### src/rtl/tx_arbiter.sv
// tx_arbiter: two-requester, frame-locked, round-robin byte arbiter that
// feeds a single transmitter, with a per-byte watchdog that abandons a
// stalled frame and raises a sticky error.
//
// Handshake: a requester holds reqN high with dinN/lastN valid until it
// sees ackN. ackN is a one-cycle pulse that marks the byte as consumed;
// it coincides with tx_start, which hands the byte to the transmitter.
// The transmitter returns a one-cycle tx_done for each tx_start.
module tx_arbiter #(
   parameter int BITS_PER_DATA  = 8,
   parameter int TIMEOUT_CYCLES = 4096
) (
   input  logic                     clk,
   input  logic                     reset,
   input  logic                     req0,
   input  logic                     req1,
   input  logic [BITS_PER_DATA-1:0] din0,
   input  logic [BITS_PER_DATA-1:0] din1,
   input  logic                     last0,
   input  logic                     last1,
   output logic                     ack0,
   output logic                     ack1,
   output logic                     tx_start,
   output logic [BITS_PER_DATA-1:0] tx_data,
   input  logic                     tx_done,
   input  logic                     err_clr,
   output logic                     busy,
   output logic                     owner,
   output logic                     timeout_err,
   output logic [1:0]               dbg_state
);

   localparam int CW = (TIMEOUT_CYCLES > 1) ? $clog2(TIMEOUT_CYCLES) : 1;
   localparam logic [CW-1:0] CNT_LAST = CW'(TIMEOUT_CYCLES - 1);

   typedef enum logic [1:0] {
      S_IDLE  = 2'd0,
      S_START = 2'd1,
      S_WAIT  = 2'd2,
      S_NEXT  = 2'd3
   } state_t;

   state_t                   state_q;
   logic                     tx_start_q;
   logic                     ack0_q;
   logic                     ack1_q;
   logic [BITS_PER_DATA-1:0] tx_data_q;
   logic                     owner_q;
   logic                     err_q;
   logic                     last_flag_q;
   logic                     last_served_q;
   logic [CW-1:0]            cnt_q;

   logic                     win_idle;
   logic                     pick;
   logic                     grant;
   logic [BITS_PER_DATA-1:0] pick_din;
   logic                     pick_last;
   logic                     expired;

   // Grant selection: round-robin on ties in IDLE, owner-only in NEXT.
   always_comb begin
      win_idle  = 1'b0;
      pick      = 1'b0;
      grant     = 1'b0;
      pick_din  = din0;
      pick_last = last0;
      if (req0 && req1) begin
         win_idle = ~last_served_q;
      end else begin
         win_idle = req1;
      end
      if (state_q == S_NEXT) begin
         pick  = owner_q;
         grant = owner_q ? req1 : req0;
      end else if (state_q == S_IDLE) begin
         pick  = win_idle;
         grant = req0 | req1;
      end
      if (pick) begin
         pick_din  = din1;
         pick_last = last1;
      end
      expired = (cnt_q == CNT_LAST);
   end

   // Arbiter FSM with registered pulses, data latch, watchdog and error flag.
   always_ff @(posedge clk or posedge reset) begin
      if (reset) begin
         state_q       <= S_IDLE;
         tx_start_q    <= 1'b0;
         ack0_q        <= 1'b0;
         ack1_q        <= 1'b0;
         tx_data_q     <= '0;
         owner_q       <= 1'b0;
         err_q         <= 1'b0;
         last_flag_q   <= 1'b0;
         last_served_q <= 1'b1;
         cnt_q         <= '0;
      end else begin
         tx_start_q <= 1'b0;
         ack0_q     <= 1'b0;
         ack1_q     <= 1'b0;
         // A timeout set below overrides this clear in the same cycle.
         if (err_clr) begin
            err_q <= 1'b0;
         end
         case (state_q)
            S_IDLE, S_NEXT: begin
               if (grant) begin
                  owner_q     <= pick;
                  tx_data_q   <= pick_din;
                  last_flag_q <= pick_last;
                  tx_start_q  <= 1'b1;
                  ack0_q      <= ~pick;
                  ack1_q      <= pick;
                  state_q     <= S_START;
               end else if (state_q == S_NEXT) begin
                  if (expired) begin
                     state_q       <= S_IDLE;
                     err_q         <= 1'b1;
                     last_served_q <= owner_q;
                     cnt_q         <= '0;
                  end else begin
                     cnt_q <= cnt_q + 1'b1;
                  end
               end
            end
            S_START: begin
               cnt_q   <= '0;
               state_q <= S_WAIT;
            end
            S_WAIT: begin
               if (tx_done) begin
                  cnt_q <= '0;
                  if (last_flag_q) begin
                     state_q       <= S_IDLE;
                     last_served_q <= owner_q;
                  end else begin
                     state_q <= S_NEXT;
                  end
               end else if (expired) begin
                  state_q       <= S_IDLE;
                  err_q         <= 1'b1;
                  last_served_q <= owner_q;
                  cnt_q         <= '0;
               end else begin
                  cnt_q <= cnt_q + 1'b1;
               end
            end
            default: state_q <= S_IDLE;
         endcase
      end
   end

   assign ack0        = ack0_q;
   assign ack1        = ack1_q;
   assign tx_start    = tx_start_q;
   assign tx_data     = tx_data_q;
   assign owner       = owner_q;
   assign timeout_err = err_q;
   assign busy        = (state_q != S_IDLE);
   assign dbg_state   = state_q;

endmodule

### config.mk
export PLATFORM = sky130hd
export DESIGN_NAME = tx_arbiter
export DESIGN_NICKNAME = d
export VERILOG_FILES = /design/src/rtl/tx_arbiter.sv
export SDC_FILE = /design/constraint.sdc
export NUM_CORES = 1
export LEC_CHECK = 0
export CAP_MARGIN = 20
export CORE_UTILIZATION = 53
export CTS_CLUSTER_DIAMETER = 60
export DETAILED_ROUTE_END_ITERATION = 8
export PLACE_DENSITY = 0.85
export SKIP_LAST_GASP = 1
export SLEW_MARGIN = 0
export SYNTH_ARGS = -nofsm -noshare
export SYNTH_HDL_FRONTEND = slang
export SYNTH_SLANG_ARGS = --single-unit
### constraint.sdc
create_clock -name clk -period 2.8 [get_ports clk]
set_input_delay 0.42 -clock clk [delete_from_list [all_inputs] [get_ports clk]]
set_output_delay 0.42 -clock clk [all_outputs]
set_load 0.03 [all_outputs]
Yosys cells after proc, flatten, opt, wreduce, memory -nomap -nowiden

Cells that the tools add are included.

Bits in writable memories: 0
Bits in latches: 0
Bits in registers: 29
Bits in read-only memories: 0
Memories kept: 0
Logic and storage cells: 67
Input port bits: 24

Multiplexer cells: 37
Reductions and logical operators: 8
Shift operators: 0
Multipliers: 0
Add/sub/neg operators: 1
Order comparisons: 0
Div/mod/pow operators: 0
Eq/ne operators: 8
Bitwise gates (word level): 3

Operators with widths:

| kind                                          | number |
|---|---|
| two-way mux 12 bit                            | 4 |
| case mux 12 bit (3 select lines)              | 1 |
| two-way mux 1 bit                             | 23 |
| adder 12 x 1 -> 12 bit, second input constant | 1 |
| == test 12 bit, second input constant         | 1 |
| two-way mux 2 bit                             | 5 |
| two-way mux 8 bit                             | 1 |
| inequality test 3 bit, second input constant  | 2 |
| case mux 2 bit (3 select lines)               | 1 |
| == test 2 bit, second input constant          | 2 |
| inequality test 2 bit, second input constant  | 2 |
| case mux 1 bit (2 select lines)               | 2 |
| AND reduction 2 bit                           | 2 |
| AND reduction 4 bit                           | 1 |
| nonzero test 2 bit                            | 2 |
| == test 2 x 1 -> 1 bit, second input constant | 1 |
| zero test 2 bit                               | 1 |
| inverter 1 bit                                | 2 |
| OR reduction 2 bit                            | 1 |
| logical AND 1 bit                             | 1 |
| OR 1 bit                                      | 1 |

Logic depth before layout (Yosys ltp)

Depth after elaboration: 7
Depth in mapped cells: 7
Gate-level depth less buffers: 6

Worst setup path before layout

OpenSTA, ideal clock, no wires.

Path type: register to register
From: register state_q[1], in the netlist dbg_state[1]
To: register err_q, in the netlist timeout_err
Setup time: 0.122 ns
Path buffers: 1
Cell stages (with the launch flop): 6
Arrival: 1.965 ns
Data required time: 2.678 ns
Path slack: 0.713 ns
Path through: dfrtp_1 > inv_1 > ha_1 > clkbuf_1 > or3b_2 > a32o_1

Cells in the longest elaborated chain, start to end: 5
Elaborated cells on any way between the ends: 9

RTL lines:

| what                                | RTL line | source |
|---|---|---|
| start, declared                     | 43       | `state_t state_q;` |
| start signal, assigned              | 90       | `state_q <= S_IDLE;` |
| start signal, assigned              | 117      | `state_q <= S_START;` |
| start signal, assigned              | 120      | `state_q <= S_IDLE;` |
| zero test 2 bit                     | 76, 108  |  |
| two-way mux 1 bit                   | 76       | `end else if (state_q == S_IDLE) begin` |
| two-way mux 1 bit                   | 73       | `if (state_q == S_NEXT) begin` |
| two-way mux 1 bit                   | 110      | `if (grant) begin` |
| case mux 1 bit (2 select lines) (*) | 108      | `case (state_q)` |
| end signal, assigned                | 96       | `err_q <= 1'b0;` |
| end signal, assigned                | 106      | `err_q <= 1'b0;` |
| end signal, assigned                | 121      | `err_q <= 1'b1;` |
| end, declared                       | 49       | `logic err_q;` |

Every way passes the cells marked *; elsewhere a longest branch is shown, timed or not.
A chain may end at the register's enable or synchronous reset.

Worst setup path in the final report

From: register state_q[1], in the netlist dbg_state[1]
To: output busy

Cells in the longest elaborated chain, start to end: 1

RTL lines:

| what               | RTL line | source |
|---|---|---|
| nonzero test 2 bit | 162      | `assign busy = (state_q != S_IDLE);` |
| end, declared      | 27       | `output logic busy,` |

No other way between the ends.

==> flow_metrics.py <==
metrics = {
    "status": {
        "status": "finished with violations",
        "violations": "design-rule violations",
    },
    "yosys": {
        "synthDominantCellAreaShare_pct": 42.4,
        "synthFlopType": "dfrtp_1",
        "yosysTopAreaCell": "dfrtp_1",
        "synthSimpleGateAreaFrac_pct": 21.2,
        "syn_inst": 175,
        "synth-edff-count": 0,
        "syn-num-nets": 204,
        "netlist_area_sq_mm": 0.00165,
        "synth_common_cells": "dfrtp_1 (28), nor2_1 (16), a21oi_1 (14)",
        "ys_seq_area_share_pct": 43.9,
        "synth_top_family_by_area": "simple AND/OR/NAND/NOR gates",
        "synth-compound-area-share_pct": 19.0,
        "yosysUniqueCellTypes": 50,
        "synth.area.top_cells": "dfrtp_1 (42%), mux2i_1 (6.1%), a21oi_1 (4.2%), ha_1 (3.8%), nor2_1 (3.6%)",
        "synth-seq-cells": 29,
        "syn_avg_cell_area_sq_um": 9.45,
        "synth_most_common_cell": "dfrtp_1",
        "yosys.area_share.xor_xnor_pct": 0,
        "synthMuxAreaShare_pct": 6.73,
        "yosysWarnings": 0,
        "synth_fa_ha_area_share_pct": 3.78,
        "async_reset_ff_share_pct": 100,
    },
    "clock_network": {
        "post-cts-setup-buffers": 0,
        "post_cts_resized": 0,
        "clock-root-buffer": "clkbuf_4",
        "clkLatencyLatePin_ns": 0.32,
        "clkSinkCount": 29,
        "postCtsHoldBufs": 0,
        "cts_tree": "done",
        "htreeDepth": 2,
        "clk_path_buf_depth": 2,
        "path_clk_slew_ns": 0.09,
        "cts_made_buffers": 5,
    },
    "setup_path": {
        "end_kind": "output port",
        "crit_type": "flip-flop to output port",
        "path_cells": "inv_1 > ha_1 > inv_1 > clkdlybuf4s50_1",
        "cpPeakStageDelay_ns": 0.65,
        "cp_max_fo": 6,
        "worstPathArrival_ns": 1.82,
        "cp.required_ns": 2.38,
        "start_kind": "flip-flop",
        "cpMaxStageDelayCell": "clkdlybuf4s50_1",
        "crit_path_frequent_cell": "inv_1",
    },
    "grt": {
        "antenna_found_initial": 0,
        "grt_pass1_wl_mm": 6.44,
        "grt_overflow_total": 0,
        "use_met3_pct": 4.91,
        "busiest_layer": "met2",
        "met2_usage_pct": 41.7,
        "grt_usage_pct": 24.8,
        "grt_start_max_net_pins": 30,
        "grt_use_met1_pct": 32.0,
        "grt_pass1_vias": 1477,
    },
    "finish": {
        "fin_util_pct": 73.9,
        "nets": 245,
        "regMostFlops": "cnt_q",
        "largest_register_ffs": 12,
        "fin_area_sq_mm": 0.00211,
        "area_growth_pct": 27.5,
        "insertedDiodeCount": 0,
        "drive_gt1_share_pct": 8.29,
    },
    "floorplanning": {
        "die_w_um": 57.9,
        "start_util_pct": 58.0,
        "num_rows": 19,
        "die_height_um": 57.9,
        "ios": 40,
        "core_sq_mm": 0.00285,
        "die-area_sq_mm": 0.00335,
    },
    "power": {
        "p_seq_share_pct": 29.5,
        "peakVddDrop_v": 0.000725,
        "swShare_pct": 46.5,
        "power_frac_clock_pct": 10.6,
        "power_density_mw_per_mm2": 1050,
        "power.internal_mw": 1.18,
        "switching_power_mw": 1.02,
        "leakage_nw": 0.911,
        "power_frac_comb_pct": 59.9,
    },
    "drt": {
        "vias": 1533,
        "drt_pass1_iterations": 6,
        "wire_per_inst_um": 15.3,
        "post-route-drc-count": 2,
        "drt_wl_total_mm": 3.81,
        "vias_per_cell": 6.18,
        "detail-route-antenna-nets": 0,
        "drtIter0Drc": 106,
    },
    "placed_design": {
        "dpl_cell_area_sq_mm": 0.00206,
        "hpwl_mm": 2.83,
        "port_buffers": 39,
        "gp_congestion": 0.880,
    },
    "sta": {
        "setup_viol": 0,
        "hold_viol": 0,
        "tightest_slew_ns": 0.657,
        "tns_ns": 0,
        "period_minus_slack_ns": 2.24,
        "period_share_pct": 80.0,
        "max_slew_margin_pct": 56.2,
        "clock_skew_ns": 0.00985,
        "drv_slew": 0,
        "holdWs_ns": 0.502,
        "grt_setup_unrepaired": "no",
        "max_clock_freq_mhz": 446,
    },
    "hold_path": {
        "hp-class": "input port to asynchronous set/reset pin",
    },
    "flow_run": {
        "max_cap_viol_count": 0,
    },
}
-- final cells by class --
| cell class | count | area, sq um |
|---|---|---|
| well taps | 31 | 38.8 |
| clock buffers | 8 | 48.8 |
| inverters | 10 | 37.5 |
| repair buffers | 42 | 413 |
| multi-input cells | 128 | 843 |
| fillers | 222 | 744 |
| flip-flops and latches | 29 | 727 |
-- layout by cell type, fill, tap and decap left out, drive strengths merged, types with 2 or more instances in the layout --
cell            n
a21oi          15
nand2           9
a31o            2
nor2           16
nor3            3
nand4           6
inv            10
clkbuf          8
ha              5
and3            2
dfrtp          28
o22ai           4
buf             3
or4             2
a22o            3
clkdlybuf4s50  39
o21ai           8
nor2b           2
mux2i          10
a211oi          2
nand3          12
and4            2
and2            3
a31oi           3
-- worst max-delay path: cells and delay by family (launching register included) --
kind       cells  cell delay, ns
flops          1            0.45
fa+ha+maj      1            0.23
buf+inv        3            0.82
-- metrics by stage --
stage / worst slack [ns] / power [mW] / instances
4_1_cts: 0.558 / 2.21 / 248
6_report: 0.560 / 2.21 / 248
3_5_place_dp: 0.551 / 1.97 / 240
2_1_floorplan: 0.713 / 1.57 / 175
3_3_place_gp: 0.637 / 1.91 / 240
5_1_grt: 0.476 / 2.36 / 248
-- cells by family (layout without fill, tap and decap cells) --
group                    Yosys count  in the layout
AND/OR/NAND/NOR                   64             64
AO/OA/AOI/OAI                     48             48
flip-flops                        29             29
buffers and inverters             18             60
multiplexers                      11             11
adder cells (fa/ha/maj)            5              5
-- power by group through the flow --
stage / clock [mW] / sequential (mW) / combinational, mW
floorplan: 0 / 0.812 / 0.756
CTS: 0.238 / 0.650 / 1.32
finish: 0.234 / 0.651 / 1.32
global route: 0.259 / 0.665 / 1.44
detailed placement: 0 / 0.657 / 1.32
global placement: 0 / 0.646 / 1.27
-- path summary, 6_finish.rpt --
kind,end,cells past startpoint,from,slack [ns]
max,busy,4,dbg_state[1],0.56
min,dbg_state[1],3,reset,0.50
max reg2reg,cnt_q[3],5,dbg_state[1],0.75
min reg2reg,tx_data[3],2,tx_data[3],0.53
max in group asynchronous,last_served_q,3,reset,1.99
min in group clk,tx_data[3],2,tx_data[3],0.53
-- metal layers --
layer | vias to the layer above | wire (um)
met5 | - | 0
met4 | 0 | 37
met3 | 5 | 150
met2 | 45 | 1940
met1 | 751 | 1680
li1 | 732 | -
Power figures use the tool's default switching activity.
